$ cat src/rtl/uart_tx_frame.sv
// UART transmit framer: start bit, DATA_BITS data bits LSB first, optional parity, stop bit.
// Bit timing is derived from the shared 16x oversample tick; all outputs are registered.
module uart_tx_frame #(
    parameter int DATA_BITS  = 8,
    parameter int OVERSAMPLE = 16,
    parameter int PARITY_EN  = 0,
    parameter int PARITY_ODD = 0,
    parameter int STOP_TICKS = 16
) (
    input  logic       clk,
    input  logic       reset,
    input  logic       br_tick,
    input  logic       start,
    input  logic [7:0] tx_data,
    output logic       tx,
    output logic       tx_busy,
    output logic       tx_done
);

    typedef enum logic [2:0] {
        ST_IDLE   = 3'd0,
        ST_START  = 3'd1,
        ST_DATA   = 3'd2,
        ST_PARITY = 3'd3,
        ST_STOP   = 3'd4
    } state_t;

    localparam logic [4:0] OS_LAST   = 5'(OVERSAMPLE - 1);
    localparam logic [4:0] STOP_LAST = 5'(STOP_TICKS - 1);
    localparam logic [2:0] BIT_LAST  = 3'(DATA_BITS - 1);

    // Parity over the active data bits only; odd parity seeds the XOR with 1.
    function automatic logic calc_parity(input logic [7:0] data);
        logic p;
        p = (PARITY_ODD != 0) ? 1'b1 : 1'b0;
        for (int i = 0; i < DATA_BITS; i++) begin
            p = p ^ data[i];
        end
        return p;
    endfunction

    state_t     r_state;
    logic [4:0] r_tick_cnt;
    logic [2:0] r_bit_cnt;
    logic [7:0] r_shift;
    logic       r_parity;
    logic       r_tx;
    logic       r_busy;
    logic       r_done;
    logic       w_tick_last;

    assign w_tick_last = br_tick &&
                         (r_tick_cnt == ((r_state == ST_STOP) ? STOP_LAST : OS_LAST));

    assign tx      = r_tx;
    assign tx_busy = r_busy;
    assign tx_done = r_done;

    // Frame sequencer: tick counting, state transitions and registered line outputs.
    always_ff @(posedge clk) begin
        if (reset) begin
            r_state    <= ST_IDLE;
            r_tick_cnt <= 5'd0;
            r_bit_cnt  <= 3'd0;
            r_shift    <= 8'd0;
            r_parity   <= 1'b0;
            r_tx       <= 1'b1;
            r_busy     <= 1'b0;
            r_done     <= 1'b0;
        end else begin
            r_done <= 1'b0;

            if ((r_state != ST_IDLE) && br_tick) begin
                r_tick_cnt <= w_tick_last ? 5'd0 : (r_tick_cnt + 5'd1);
            end

            case (r_state)
                ST_IDLE: begin
                    r_tx   <= 1'b1;
                    r_busy <= 1'b0;
                    // A tick coinciding with the accepted start is deliberately not counted.
                    if (start) begin
                        r_shift    <= tx_data;
                        r_parity   <= calc_parity(tx_data);
                        r_tick_cnt <= 5'd0;
                        r_bit_cnt  <= 3'd0;
                        r_tx       <= 1'b0;
                        r_busy     <= 1'b1;
                        r_state    <= ST_START;
                    end
                end

                ST_START: begin
                    if (w_tick_last) begin
                        r_tx    <= r_shift[0];
                        r_state <= ST_DATA;
                    end
                end

                ST_DATA: begin
                    if (w_tick_last) begin
                        r_shift <= {1'b0, r_shift[7:1]};
                        if (r_bit_cnt == BIT_LAST) begin
                            r_bit_cnt <= 3'd0;
                            if (PARITY_EN != 0) begin
                                r_tx    <= r_parity;
                                r_state <= ST_PARITY;
                            end else begin
                                r_tx    <= 1'b1;
                                r_state <= ST_STOP;
                            end
                        end else begin
                            r_bit_cnt <= r_bit_cnt + 3'd1;
                            r_tx      <= r_shift[1];
                        end
                    end
                end

                ST_PARITY: begin
                    if (w_tick_last) begin
                        r_tx    <= 1'b1;
                        r_state <= ST_STOP;
                    end
                end

                ST_STOP: begin
                    r_tx <= 1'b1;
                    if (w_tick_last) begin
                        r_busy  <= 1'b0;
                        r_done  <= 1'b1;
                        r_state <= ST_IDLE;
                    end
                end

                default: begin
                    r_tx    <= 1'b1;
                    r_busy  <= 1'b0;
                    r_state <= ST_IDLE;
                end
            endcase
        end
    end

endmodule

$ cat config.mk
export PLATFORM = sky130hd
export DESIGN_NAME = uart_tx_frame
export DESIGN_NICKNAME = d
export VERILOG_FILES = /design/src/rtl/uart_tx_frame.sv
export SDC_FILE = /design/constraint.sdc
export NUM_CORES = 1
export LEC_CHECK = 0
export CORE_MARGIN = 4
export CORE_UTILIZATION = 50
export CTS_CLUSTER_SIZE = 28
export DETAILED_ROUTE_END_ITERATION = 7
export PLACE_DENSITY_LB_ADDON = 0.08
export REMOVE_ABC_BUFFERS = 1
export SYNTH_ARGS = -nofsm -noshare
export SYNTH_HDL_FRONTEND = slang
export SYNTH_SLANG_ARGS = --single-unit
$ cat constraint.sdc
create_clock -name clk -period 2.2 [get_ports clk]
set_input_delay 0.22 -clock clk [delete_from_list [all_inputs] [get_ports clk]]
set_output_delay 0.22 -clock clk [all_outputs]
set_load 0.05 [all_outputs]
* After elaboration in Yosys (flattened, before gate mapping)
Cells that the tools add are included.
** Word-level totals
- Bits in registers :: 22
- Bits in latches :: 0
- RAM bits :: 0
- Bits in read-only memories :: 0
- Input port bits :: 12
- Output and inout port bits :: 3
- Word-level logic and storage cells :: 62
- Memories :: 0
** Operators by class
- Add/subtract/negate cells :: 2
- Multiply operators :: 0
- Div/mod/pow operators :: 0
- Order comparisons :: 0
- Equality and inequality tests :: 12
- Shifts and indexed selects :: 0
- Multiplexer cells :: 28
- Bitwise gates (word level) :: 2
- Reduce and logical (&&, ||, !) cells :: 11
** Operator list (count)
- $mux W3 :: 9
- $mux W5 :: 4
- $mux W8 :: 2
- $pmux W8 S2 :: 1
- $pmux W3 S5 :: 1
- $ne A2 B2 Y1 const B :: 6
- $mux W1 :: 8
- $eq A3 B2 Y1 const B :: 2
- $eq A3 B3 Y1 const B :: 2
- $pmux W3 S2 :: 1
- $reduce_and A3 Y1 :: 2
- $reduce_and A6 Y1 :: 1
- $add A5 B1 Y5 const B :: 1
- $eq A5 B4 Y1 const B :: 1
- $pmux W1 S4 :: 1
- $add A3 B1 Y3 const B :: 1
- $eq A3 B1 Y1 const B :: 1
- $logic_not A3 Y1 :: 1
- $pmux W1 S3 :: 1
- $reduce_bool A3 Y1 :: 1
- $reduce_or A3 Y1 :: 1
- $logic_and A1 B1 Y1 :: 2
- $not A1 Y1 :: 2
- $reduce_and A2 Y1 :: 1
- 2 further kinds :: 2

* Depth between registers and ports, before layout
Gate-level depths: netlist (run 1).
- Word-level depth :: 6
- Depth in mapped cells :: 6
- Depth with buffers taken out :: 6

* Worst setup path before layout (run 1)
OpenSTA, ideal clock, no wires.
- Kind :: reg2reg
- Start point :: register r_state[1]
- End point :: register r_shift[0]
- Setup time :: 79 ps
- Arrival time :: 1387 ps
- Data required time :: 2121 ps
- Setup slack :: 734 ps
- Cell stages (with the launch flop) :: 6
- Path buffers :: 1
- Period minus slack after synthesis :: 1466 ps
- Cell sequence :: dfxtp_1 -> or4b_1 -> o31ai_4 -> buf_6 -> nor2_1 -> a211oi_2
** On the way
- Cells in the longest elaborated chain, start to end :: 3
- Elaborated cells on any way between the ends :: 7
- Those cells by class :: eq/ne (3); mux (1); reduce/logical (3)
** Ends and longest elaborated chain
- start, declared :: line 42 : state_t r_state;
- start signal, assigned :: line 62 : r_state <= ST_IDLE;
- start signal, assigned :: line 89 : r_state <= ST_START;
- start signal, assigned :: line 96 : r_state <= ST_DATA;
- $eq A3 B2 Y1 or $logic_not A3 Y1 (tied branches) :: line 77 : case (r_state)
- $ne A2 B2 Y1 (no source line) or $reduce_bool A2 Y1 (tied branches)
- $reduce_and A3 Y1 (no source line)
- end signal, assigned :: line 83 : r_shift <= tx_data;
- end signal, assigned :: line 102 : r_shift <= {1'b0, r_shift[7:1]};
- end, declared :: line 45 : logic [7:0] r_shift;
Several ways; a longest one is shown, not always the timed one.
A chain may end at the register's enable or synchronous reset.

* Worst setup path after layout (run 1)
- Start point :: register r_state[0]
- End point :: register r_shift[4]
Same word-level chain as after synthesis.

==> qor.json, run 1 <==
{
  "power.switching_fraction": 0.283,
  "synth_seq_area_share": 0.389,
  "clock_tree_from_tritoncts": "done",
  "post_synth_fa_ha_maj_area_fraction": 0.0331,
  "met2_usage": 0.240,
  "power.sequential.fraction": 0.532,
  "yosysWarningCount": 0,
  "result_of_the_run": "completed",
  "max-vdd-ir-drop_mv": 0.368,
  "drt_wl_total_um": 2230,
  "synth_area_leaders": "dfxtp_1, nor2_1, mux2i_1, a21oi_1, a211oi_1",
  "globalRouteTotalUtil": 0.154,
  "max_stage_delay_ns": 0.62,
  "post-layout-total-power_uw": 845,
  "cts_post_setup_buffers_inserted": 0,
  "cts_hold_buf": 0,
  "cts_inserted_buffers": 3,
  "first_iter_violations": 31,
  "clock_latency_ns": 0.31,
  "synthFlopType": "dfxtp_1",
  "power.leakage_uw": 0.000473,
  "critical-path-slowest-cell": "or4b_1",
  "die_area_um2": 3090,
  "unrepaired_setup_endpoints_after_global_routing": "false",
  "avgSynthCellArea_um2": 8.79,
  "postPlaceCellArea_um2": 1290,
  "detailedPlacementHpwl_um": 1620,
  "timing.final.max_slew_violations": 0,
  "gr-usage-met3": 0.0209,
  "grt_max_degree": 22,
  "synth_top_cell_area_share": 0.389,
  "ctsLongestPathBuffers": 2,
  "min_to": "tx_busy",
  "final_period_minus_worst_setup_slack_ns": 1.76,
  "fmax_mhz": 568,
  "drc": 0,
  "power.share.combinational": 0.202,
  "timing.critical_path.to_type": "flop",
  "worst_pin_slew_ns": 0.553,
  "timing_hold_violations_final": 0,
  "synth_xor_xnor_area_share": 0.00773,
  "postCtsResizedCells": 0,
  "power_frac_clock": 0.266,
  "synth_compound_area_frac": 0.227,
  "antenna_cells_inserted": 0,
  "beginning_of_the_worst_register_to_register_path": "r_state[0]",
  "main_combinational_cell_family_by_area_after_synthesis": "compound AO/OA/AOI/OAI gates",
  "design.core.area_um2": 2060,
  "setup.reg_to_reg.worst_slack_ns": 0.44,
  "root_buffer": "clkbuf_4",
  "synth_area_leader_cell": "dfxtp_1",
  "worst_skew_ns": 0.00763,
  "async_flop_share": 0,
  "synth_simple_gate_area_share": 0.227,
  "place_congestion": 0.899,
  "first_pass_iters": 4,
  "io_buffers": 14,
  "grt_util_met1": 0.206,
  "busiest_layer": "met2",
  "avg_vias_per_cell": 5.72,
  "cp.arrival_ns": 2.00,
  "effective_utilization_at_floorplan": 0.550,
  "postRouteAntennaNets": 0,
  "synth_most_common_cell": "dfxtp_1",
  "post_synth_num_cell_types": 39,
  "timing.setup.critical_path_class": "reg2reg",
  "worstPathCellList": "or4b_1 > o31ai_4 > buf_4 > nor2_1 > a211oi_1",
  "antenna_violations_before_repair": 0,
  "timing.hold.ws_ns": 0.492,
  "synth.area.mux_share": 0.0717,
  "worst-r2r-cell-count": 5,
  "power.switching_uw": 239,
  "area_growth_syn_to_layout_pct": 17.4,
  "p_int_uw": 607,
  "design.final.nets": 159,
  "clock-sinks": 22,
  "max_slew_margin": 0.629,
  "finalSetupViolations": 0,
  "clk_pin_slew_ns": 0.12,
  "die-width_um": 55.6,
  "critical_path.reg2reg.endpoint": "r_shift[4]",
  "holdCritPathClass": "reg2reg",
  "cts.htree.levels": 1,
  "postSynthCellCount": 129,
  "routed_wire_length_per_instance_um": 13.1,
  "wire_length_of_the_first_global_routing_pass_um": 3900,
  "synth-edff-count": 0,
  "final_area_um2": 1330,
  "hold_path_startpoint": "tx_busy",
  "number_of_max_cap_violations": 0,
  "grt_overflow": 0,
  "mappedNetlistArea_um2": 1130,
  "timing.setup.tns_ns": 0,
  "grt_pass1_vias": 912,
  "die_h_um": 55.6,
  "worstPathMaxFanout": 17,
  "worstHoldPathCells": 2,
  "drive_gt1_frac": 0.105,
  "synth_seq_cells": 22,
  "start_kind": "flop",
  "worst_ep_required_time_ns": 2.44,
  "netlist_top_cells_count": "dfxtp_1, nor2_1, a21oi_1, mux2i_1",
  "pin_count": 15,
  "via_count": 972,
  "post-route-period-util": 0.800,
  "power_density_nw_per_um2": 635,
  "num_rows": 16
}
state kept, by name (all words and copies together) (netlist names):
| signal | flops |
|---|---|
| r_shift | 8 |
| r_bit_cnt | 3 |
| r_state | 3 |
| tx_busy | 1 |
| tx_done | 1 |
| r_tick_cnt | 5 |
| tx | 1 |
cell families (layout without fill, tap and decap cells):
logic type                 after synthesis  in the layout
AOI/OAI and AO/OA                       35             35
xor gates and xnor gates                 1              1
adders and majority gates                3              3
buffers and inverters                   10             24
DFF                                     22             22
muxes                                    8              8
and+or+nand+nor                         50             50
power by group through the flow:
stage	combinational, uW	sequential (uW)	clock [uW]
6_report	171	450	225
5_1_grt	191	455	250
4_1_cts	172	449	238
3_5_place_dp	172	458	0
3_3_place_gp	167	457	0
2_1_floorplan	98.3	468	0
routing by layer:
metal,vias to the layer above,part of all wire
li1,503,-
met1,441,0.48
met2,23,0.46
met3,5,0.038
met4,0,0.021
met5,-,0
placed cells by master, fill, tap and decap left out, drive strengths merged, types with 2 or more instances in the layout:
master          n
inv             2
o31ai           2
a211oi          8
nand2b          4
a21o            2
a21oi          10
nand3           5
dfxtp          22
ha              3
o21ai           6
nand2           5
or2             2
nand3b          2
clkbuf          4
mux2i           7
nor3            5
nor2           21
buf             4
or4             2
clkdlybuf4s50  14
how the worst max path moves through the flow:
stage	slack [ns]	from	end
2_1_floorplan	0.59	r_state[0]	r_shift[0]
3_3_place_gp	0.35	start	r_shift[1]
3_5_place_dp	0.28	start	r_shift[4]
4_1_cts	0.45	r_state[0]	r_shift[4]
5_1_grt	0.29	r_state[0]	r_shift[1]
6_report	0.44	r_state[0]	r_shift[4]
final cells by class:
type / count / area, um2
fillers: 195 / 731
flip-flops and latches: 22 / 440
inverters: 2 / 7.51
well taps: 27 / 33.8
multi-input cells: 97 / 643
repair buffers: 18 / 170
clock buffers: 4 / 36.3
critical path: cells and delay by family (launching register included):
| kind | cells | cell delay, ns |
|---|---|---|
| AO/OA/AOI/OAI | 2 | 0.29 |
| buffers and inverters | 1 | 0.24 |
| AND/OR/NAND/NOR | 2 | 0.68 |
| flip-flops | 1 | 0.46 |
through the flow:
stage	worst slack, ns	util	std cells
floorplan	0.592	-	121
global placement	0.351	0.628	166
detailed placement	0.284	0.628	166
CTS	0.445	0.646	170
global route	0.293	0.646	170
finish	0.441	0.646	170
Power figures use the tool's default switching activity.
==> run 2: changes to the inputs <==
==> constraint.sdc (replaced) <==
create_clock -name clk -period 1.7 [get_ports clk]
set_input_delay 0.17 -clock clk [delete_from_list [all_inputs] [get_ports clk]]
set_output_delay 0.17 -clock clk [all_outputs]
set_load 0.05 [all_outputs]
==> run 2 against run 1 <==
Effect of this change:
- via count rose by 5.1%
- clock power increased by 30%
- sequential share of layout area decreased by 2.0 points
- sequential power grew 28%
- final area up 6.3%
- critical endpoint is now tx_busy
- largest cell class unchanged
- largest power group unchanged
==> qor.json, run 2 (synthesis results as in run 1) <==
{
  "result_of_the_run": {"value": "completed", "change": "unchanged"},
  "grt_pass1_vias": {"value": 984, "change": "was 912"},
  "stdcell_count": {"value": 177, "change": "was 170"},
  "timing_hold_violations_final": {"value": 0, "change": "unchanged"},
  "final_area": {"value": 1420, "unit": "um2", "change": "was 1330 um2"},
  "postRouteAntennaNets": {"value": 0, "change": "unchanged"},
  "design.final.nets": {"value": 166, "change": "was 159"},
  "pin_count": {"value": 15, "change": "unchanged"},
  "top_reg_by_flops": {"value": "r_shift", "change": "unchanged"},
  "start_kind": {"value": "flop", "change": "unchanged"},
  "wire_length_of_the_first_global_routing_pass": {"value": 4250, "unit": "um", "change": "was 3900 um"},
  "clock_latency": {"value": 0.31, "unit": "ns", "change": "about the same"},
  "root_buffer": {"value": "clkbuf_4", "change": "unchanged"},
  "critical-path-slowest-cell": {"value": "clkdlybuf4s50_1", "change": "was or4b_1"},
  "placedCellCount": {"value": 173, "change": "was 166"},
  "antenna_violations_before_repair": {"value": 0, "change": "unchanged"},
  "clock-sinks": {"value": 22, "change": "unchanged"},
  "cts_hold_buf": {"value": 0, "change": "unchanged"},
  "drt_wl_total": {"value": 2400, "unit": "um", "change": "was 2230 um"},
  "unrepaired_setup_endpoints_after_global_routing": {"value": "false", "change": "unchanged"},
  "cts.htree.levels": {"value": 1, "change": "unchanged"},
  "postPlaceCellArea": {"value": 1370, "unit": "um2", "change": "was 1290 um2"},
  "first_pass_iters": {"value": 4, "change": "unchanged"},
  "die_area": {"value": 3090, "unit": "um2", "change": "unchanged"},
  "max_stage_delay": {"value": 0.79, "unit": "ns", "change": "was 0.62 ns"},
  "via_count": {"value": 1022, "change": "was 972"},
  "area_growth_syn_to_layout": {"value": 24.8, "unit": "%", "change": "was 17.4%"},
  "holdCritPathClass": {"value": "reg2reg", "change": "unchanged"},
  "largest_reg_flops": {"value": 8, "change": "unchanged"},
  "beginning_of_the_worst_register_to_register_path": {"value": "r_state[1]", "change": "was r_state[0]"},
  "final_period_minus_worst_setup_slack_ns": 1.62,
  "timing.critical_path.to_type": {"value": "output pin", "change": "was flop"},
  "cp_top_family": {"value": "buffers and inverters", "change": "was simple AND/OR/NAND/NOR gates"},
  "fmax_mhz": 619,
  "power_density": {"value": 796, "unit": "nW/um2", "change": "was 635 nW/um2"},
  "antenna_cells_inserted": {"value": 0, "change": "unchanged"},
  "ctsLongestPathBuffers": {"value": 2, "change": "unchanged"},
  "die-width": {"value": 55.6, "unit": "um", "change": "unchanged"},
  "critPathCapture": {"value": "tx_busy", "change": "was r_shift[4]"},
  "layout.cells.most_common": {"value": "dfxtp_1", "change": "unchanged"},
  "grt_overflow": {"value": 0, "change": "unchanged"},
  "setup.reg_to_reg.worst_slack": {"value": 0.15, "unit": "ns", "change": "was 0.44 ns"},
  "io_buffers": {"value": 14, "change": "unchanged"},
  "cp.arrival": {"value": 1.45, "unit": "ns", "change": "was 2.00 ns"},
  "worst_skew": {"value": 0.00534, "unit": "ns", "change": "was 0.00763 ns"},
  "drc": {"value": 0, "change": "unchanged"},
  "timing.setup.critical_path_class": {"value": "reg2out", "change": "was reg2reg"},
  "most-common-layout-cells": {"value": "dfxtp_1, nor2_1, clkdlybuf4s50_1, a21oi_1, buf_4", "change": "was dfxtp_1, nor2_1, clkdlybuf4s50_1, a21oi_1, mux2i_1"},
  "effective_utilization_at_floorplan": {"value": 0.550, "change": "unchanged"},
  "worst_ep_required_time": {"value": 1.53, "unit": "ns", "change": "was 2.44 ns"},
  "die_h": {"value": 55.6, "unit": "um", "change": "unchanged"},
  "worstPathMaxFanout": {"value": 2, "change": "was 17"},
  "post-route-period-util": 0.950,
  "avg_vias_per_cell": {"value": 5.77, "change": "was 5.72"},
  "num_rows": {"value": 16, "change": "unchanged"},
  "crit_cells": {"value": 1, "change": "was 5"},
  "timing.final.max_slew_violations": {"value": 0, "change": "unchanged"},
  "cts_inserted_buffers": {"value": 3, "change": "unchanged"},
  "timing.hold.ws": {"value": 0.484, "unit": "ns", "change": "was 0.492 ns"},
  "power.leakage": {"value": 0.000522, "unit": "uW", "change": "was 0.000473 uW"},
  "worst-path-buf-inv": {"value": 1, "change": "unchanged"},
  "largestRegisters": {"value": "r_shift: 8 flops, r_tick_cnt: 5 flops", "change": "unchanged"},
  "finalSetupViolations": {"value": 0, "change": "unchanged"},
  "globalRouteTotalUtil": {"value": 0.166, "change": "was 0.154"},
  "first_iter_violations": {"value": 18, "change": "was 31"},
  "clk_pin_slew": {"value": 0.12, "unit": "ns", "change": "about the same"},
  "max_slew_margin": {"value": 0.667, "change": "was 0.629"},
  "worstPathCellList": {"value": "clkdlybuf4s50_1", "change": "was or4b_1 > o31ai_4 > buf_4 > nor2_1 > a211oi_1"},
  "worstSetupStartpoint": {"value": "tx_busy", "change": "was r_state[0]"},
  "detailedPlacementHpwl": {"value": 1750, "unit": "um", "change": "was 1620 um"},
  "worst-r2r-cell-count": {"value": 5, "change": "unchanged"},
  "max-vdd-ir-drop": {"value": 0.430, "unit": "mV", "change": "was 0.368 mV"},
  "drive_gt1_frac": {"value": 0.153, "change": "was 0.105"},
  "worst_pin_slew": {"value": 0.498, "unit": "ns", "change": "was 0.553 ns"},
  "routed_wire_length_per_instance": {"value": 13.6, "unit": "um", "change": "was 13.1 um"},
  "design.core.area": {"value": 2060, "unit": "um2", "change": "unchanged"},
  "place_congestion": {"value": 0.852, "change": "was 0.899"},
  "number_of_max_cap_violations": {"value": 0, "change": "unchanged"},
  "critical_path.reg2reg.endpoint": {"value": "r_shift[4]", "change": "unchanged"},
  "grt_max_degree": {"value": 22, "change": "unchanged"},
  "clock_tree_from_tritoncts": {"value": "done", "change": "unchanged"}
}
## run 2: cell count changes in the layout (fill, tap and decap cells not counted)
cell / before / now
buf_12: 0 / 2
dlymetal6s2s_1: 0 / 1
or4b_1: 1 / 0
clkdlybuf4s50_1: 14 / 13
or4b_4: 0 / 1
buf_4: 4 / 9
## run 2: final cells by class
type	count	area, um2
clock buffers	4	36.3
fillers	179	647
inverters	2	7.51
multi-input cells	97	647
flip-flops and latches	22	440
well taps	27	33.8
repair buffers	25	250
## run 2: power by group
group          leakage [uW]  internal (uW)  switching (uW)
Combinational      0.000321            129             131
Sequential         0.000180            550            24.6
Clock             0.0000210            131             162
## run 2: what timing repair did
action,in CTS,in global routing
buffers inserted,0,0
endpoints found under the setup margin,0,2
resized for setup,0,2
## run 2: worst min-delay path by stage
stage | from | end | slack, ns | cells after the start
2_1_floorplan | reset | r_shift[0] | 0.23 | 1
6_report | r_tick_cnt[1] | r_tick_cnt[1] | 0.48 | 2
3_5_place_dp | r_tick_cnt[1] | r_tick_cnt[1] | 0.47 | 2
5_1_grt | tx_data[2] | r_shift[2] | 0.50 | 3
4_1_cts | tx_data[3] | r_shift[3] | 0.48 | 3
3_3_place_gp | r_bit_cnt[1] | r_bit_cnt[1] | 0.47 | 2
## run 2: routing by layer
| layer | up-vias | track usage | wire length [um] |
|---|---|---|---|
| met5 | - | 0 | 0 |
| met4 | 0 | 0.0660 | 13 |
| met3 | 2 | 0.0278 | 63 |
| met2 | 9 | 0.270 | 1170 |
| met1 | 491 | 0.216 | 1150 |
| li1 | 520 | - | - |
## run 2: metrics by stage
| stage | setup slack, ns | util | power, uW | TNS [ns] |
|---|---|---|---|---|
| 2_1_floorplan | 0.0921 | - | 732 | 0 |
| 3_3_place_gp | -0.0324 | 0.666 | 835 | -0.180 |
| 3_5_place_dp | -0.0814 | 0.666 | 843 | -0.379 |
| 4_1_cts | 0.0504 | 0.683 | 1140 | 0 |
| 5_1_grt | 0.00936 | 0.686 | 1190 | 0 |
| 6_report | 0.0847 | 0.686 | 1130 | 0 |
==> run 3: changes to the inputs <==
--- a/config.mk
+++ b/config.mk
@@ -5,8 +5,10 @@
 export SDC_FILE = /design/constraint.sdc
 export NUM_CORES = 1
 export LEC_CHECK = 0
+export ABC_AREA = 1
 export CORE_MARGIN = 4
 export CORE_UTILIZATION = 50
+export CTS_BUF_LIST = sky130_fd_sc_hd__clkbuf_4
 export CTS_CLUSTER_SIZE = 28
 export DETAILED_ROUTE_END_ITERATION = 7
 export PLACE_DENSITY_LB_ADDON = 0.08
==> run 3 against run 2 <==
Effect of this change:
- global-route usage down 0.62 points
- highest routed layer unchanged
- sequential cell count unchanged
- critical path type unchanged
- power up 97%
==> qor.json, run 3 <==
{
  "grt_overflow": {"value": 0, "change": "unchanged"},
  "first_iter_violations": {"value": 20, "change": "was 18"},
  "critPathCapture": {"value": "tx", "change": "was tx_busy"},
  "io_buffers": {"value": 14, "change": "unchanged"},
  "avgSynthCellArea": {"value": 6.92, "unit": "um2", "change": "was 8.79 um2"},
  "grt_pass1_vias": {"value": 1005, "change": "was 984"},
  "worst-r2r-cell-count": {"value": 8, "change": "was 5"},
  "die_area": {"value": 3130, "unit": "um2", "change": "was 3090 um2"},
  "timing.final.ws_setup": {"value": 0.0866, "unit": "ns", "change": "was 0.0847 ns"},
  "netlist_top_cells_count": {"value": "nand2_1, dfxtp_1, nor2_1, o21ai_1, inv_1", "change": "was dfxtp_1, nor2_1, a21oi_1, mux2i_1"},
  "postRouteAntennaNets": {"value": 0, "change": "unchanged"},
  "max_slew_margin": {"value": 0.671, "change": "was 0.667"},
  "grt_max_degree": {"value": 12, "change": "was 22"},
  "fill_cell_total_of_the_finished_layout": {"value": 212, "change": "was 179"},
  "layout.cells.most_common": {"value": "nand2_1", "change": "was dfxtp_1"},
  "critical-path-slowest-cell": {"value": "clkdlybuf4s50_1", "change": "unchanged"},
  "result_of_the_run": {"value": "completed", "change": "unchanged"},
  "timing_hold_violations_final": {"value": 0, "change": "unchanged"},
  "postPlaceCellArea": {"value": 1320, "unit": "um2", "change": "was 1370 um2"},
  "finalSetupViolations": {"value": 0, "change": "unchanged"},
  "synth_area_leaders": {"value": "dfxtp_1, nand2_1, nor2_1, o21ai_1, nor2_2", "change": "was dfxtp_1, nor2_1, mux2i_1, a21oi_1, a211oi_1"},
  "pin_count": {"value": 15, "change": "unchanged"},
  "first_pass_iters": {"value": 4, "change": "unchanged"},
  "post-route-period-util": {"value": 0.949, "change": "was 0.950"},
  "synthFlopType": {"value": "dfxtp_1", "change": "unchanged"},
  "cp_top_family": {"value": "buffers and inverters", "change": "unchanged"},
  "power_density": {"value": 1660, "unit": "nW/um2", "change": "was 796 nW/um2"},
  "number_of_max_cap_violations": {"value": 0, "change": "unchanged"},
  "antenna_cells_inserted": {"value": 0, "change": "unchanged"},
  "clk_pin_slew": {"value": 0.12, "unit": "ns", "change": "about the same"},
  "cts.htree.levels": {"value": 1, "change": "unchanged"},
  "timing.setup.critical_path_class": {"value": "reg2out", "change": "unchanged"},
  "avg_vias_per_cell": {"value": 4.85, "change": "was 5.77"},
  "root_buffer": {"value": "clkbuf_4", "change": "unchanged"},
  "synth_seq_cells": {"value": 22, "change": "unchanged"},
  "holdCritPathClass": {"value": "reg2reg", "change": "unchanged"},
  "post_synth_num_cell_types": {"value": 21, "change": "was 39"},
  "area_growth_syn_to_layout": {"value": 16.7, "unit": "%", "change": "was 24.8%"},
  "worstSetupStartpoint": {"value": "tx", "change": "was tx_busy"},
  "beginning_of_the_worst_register_to_register_path": {"value": "r_tick_cnt[0]", "change": "was r_state[1]"},
  "synth_most_common_cell": {"value": "nand2_1", "change": "was dfxtp_1"},
  "design.final.nets": {"value": 199, "change": "was 166"},
  "yosysWarningCount": {"value": 0, "change": "unchanged"},
  "detailedPlacementHpwl": {"value": 1710, "unit": "um", "change": "was 1750 um"},
  "clock_latency": {"value": 0.30, "unit": "ns", "change": "was 0.31 ns"},
  "drt_wl_total": {"value": 2250, "unit": "um", "change": "was 2400 um"},
  "wire_length_of_the_first_global_routing_pass": {"value": 4060, "unit": "um", "change": "was 4250 um"},
  "critical_path.reg2reg.endpoint": {"value": "r_bit_cnt[2]", "change": "was r_shift[4]"},
  "globalRouteTotalUtil": {"value": 0.160, "change": "was 0.166"},
  "final_area": {"value": 1340, "unit": "um2", "change": "was 1420 um2"},
  "timing.critical_path.to_type": {"value": "output pin", "change": "unchanged"},
  "worst_ep_required_time": {"value": 1.53, "unit": "ns", "change": "about the same"},
  "unrepaired_setup_endpoints_after_global_routing": {"value": "false", "change": "unchanged"},
  "place_congestion": {"value": 0.784, "change": "was 0.852"},
  "largest_reg_flops": {"value": 8, "change": "unchanged"},
  "largestRegisters": {"value": "r_shift: 8 flops, r_tick_cnt: 5 flops", "change": "unchanged"},
  "mappedNetlistArea": {"value": 1150, "unit": "um2", "change": "was 1130 um2"},
  "most-common-layout-cells": {"value": "nand2_1, nor2_1, dfxtp_1, o21ai_1, clkdlybuf4s50_1", "change": "was dfxtp_1, nor2_1, clkdlybuf4s50_1, a21oi_1, buf_4"},
  "die_h": {"value": 55.9, "unit": "um", "change": "was 55.6 um"},
  "worst_skew": {"value": 0.00274, "unit": "ns", "change": "was 0.00534 ns"},
  "clock_tree_from_tritoncts": {"value": "done", "change": "unchanged"},
  "antenna_violations_before_repair": {"value": 0, "change": "unchanged"},
  "stdcell_count": {"value": 210, "change": "was 177"},
  "via_count": {"value": 1018, "change": "was 1022"},
  "synth-edff-count": {"value": 0, "change": "unchanged"},
  "die-width": {"value": 55.9, "unit": "um", "change": "was 55.6 um"},
  "drc": {"value": 0, "change": "unchanged"},
  "power.leakage": {"value": 0.000615, "unit": "uW", "change": "was 0.000522 uW"},
  "timing.hold.ws": {"value": 0.466, "unit": "ns", "change": "was 0.484 ns"},
  "async_flop_share": {"value": 0, "change": "unchanged"},
  "max_stage_delay": {"value": 0.80, "unit": "ns", "change": "was 0.79 ns"},
  "routed_wire_length_per_instance": {"value": 10.7, "unit": "um", "change": "was 13.6 um"},
  "synth_top_cell_area_share": {"value": 0.383, "change": "was 0.389"},
  "cts_post_setup_buffers_inserted": {"value": 0, "change": "unchanged"},
  "cp.arrival": {"value": 1.44, "unit": "ns", "change": "was 1.45 ns"},
  "worst_pin_slew": {"value": 0.491, "unit": "ns", "change": "was 0.498 ns"},
  "post-place-ws": {"value": 0.0661, "unit": "ns", "change": "was -0.0814 ns"},
  "placedCellCount": {"value": 207, "change": "was 173"},
  "fmax": {"value": 620, "unit": "MHz", "change": "was 619 MHz"},
  "setup.reg_to_reg.worst_slack": {"value": 0.17, "unit": "ns", "change": "was 0.15 ns"},
  "effective_utilization_at_floorplan": {"value": 0.524, "change": "was 0.550"},
  "worstPathMaxFanout": {"value": 2, "change": "unchanged"},
  "worstPathCellList": {"value": "clkdlybuf4s50_1", "change": "unchanged"},
  "crit_cells": {"value": 1, "change": "unchanged"},
  "clock-sinks": {"value": 22, "change": "unchanged"},
  "timing.final.max_slew_violations": {"value": 0, "change": "unchanged"},
  "synth_area_leader_cell": {"value": "dfxtp_1", "change": "unchanged"},
  "num_rows": {"value": 17, "change": "was 16"},
  "design.core.area": {"value": 2190, "unit": "um2", "change": "was 2060 um2"},
  "start_kind": {"value": "flop", "change": "unchanged"},
  "hold_path_startpoint": {"value": "r_tick_cnt[4]", "change": "was r_tick_cnt[1]"},
  "ctsLongestPathBuffers": {"value": 2, "change": "unchanged"},
  "drive_gt1_frac": {"value": 0.181, "change": "was 0.153"},
  "top_reg_by_flops": {"value": "r_shift", "change": "unchanged"},
  "max-vdd-ir-drop": {"value": 1.07, "unit": "mV", "change": "was 0.430 mV"},
  "final_period_minus_worst_setup_slack": {"value": 1.61, "unit": "ns", "change": "was 1.62 ns"},
  "cts_inserted_buffers": {"value": 3, "change": "unchanged"},
  "timing.setup.tns": {"value": 0, "unit": "ns", "change": "unchanged"},
  "postSynthCellCount": {"value": 166, "change": "was 129"},
  "worst-path-buf-inv": {"value": 1, "change": "unchanged"},
  "synth_seq_area_share": {"value": 0.383, "change": "was 0.389"}
}
## run 3: changes by cell type after synthesis, sizes merged, moves of 3 or more
cell    change
a211oi      -8
clkbuf      -4
nand2      +39
nor2       +13
mux2i       -7
o21ai       +9
inv        +18
nand2b      -4
nand3       +3
## run 3: repair_timing
action                                  4_1_cts  5_1_grt
endpoints found under the setup margin        0        1
hold buffers                                  0        0
gates resized for setup                       0        2
## run 3: per-layer routing
layer / vias to the layer above / part of all wire / global-route usage
met5: - / 0 / 0
met4: 0 / 0.018 / 0.0712
met3: 4 / 0.036 / 0.0255
met2: 13 / 0.48 / 0.285
met1: 445 / 0.46 / 0.185
li1: 556 / - / -
## run 3: report_power, final
part	leakage (uW)	total [uW]	internal (uW)	switching, uW
Sequential	0.000181	775	667	108
Clock	0.0000138	237	82.6	155
Combinational	0.000420	1210	422	785
## run 3: how the worst min path moves through the flow
stage,cells past startpoint,endpoint,slack [ns]
floorplan,1,r_state[0],0.24
global placement,2,r_tick_cnt[4],0.45
detailed placement,2,r_tick_cnt[4],0.45
CTS,3,r_shift[7],0.46
global route,2,r_tick_cnt[4],0.48
finish,2,r_tick_cnt[4],0.47
## run 3: cell type report
type | instances | area [um2] | share of cell area
inverters | 20 | 77.6 | 0.0579
multi-input cells | 120 | 602 | 0.449
clock buffers | 3 | 22.5 | 0.0168
flip-flops and latches | 22 | 440 | 0.329
well taps | 28 | 35.0 | 0.0261
repair buffers | 17 | 163 | 0.121
## run 3: metrics by stage
step	power, uW	utilization
floorplan	1690	-
global placement	1960	0.600
detailed placement	1990	0.600
CTS	2230	0.611
global route	2430	0.612
finish	2220	0.612
## run 3: kinds of logic after synthesis
family	Yosys count	share of synthesized area
and+or+nand+nor	93	0.375
buffers and inverters	24	0.0926
adders and majority gates	3	0.0327
DFF	22	0.383
AOI/OAI and AO/OA	24	0.117
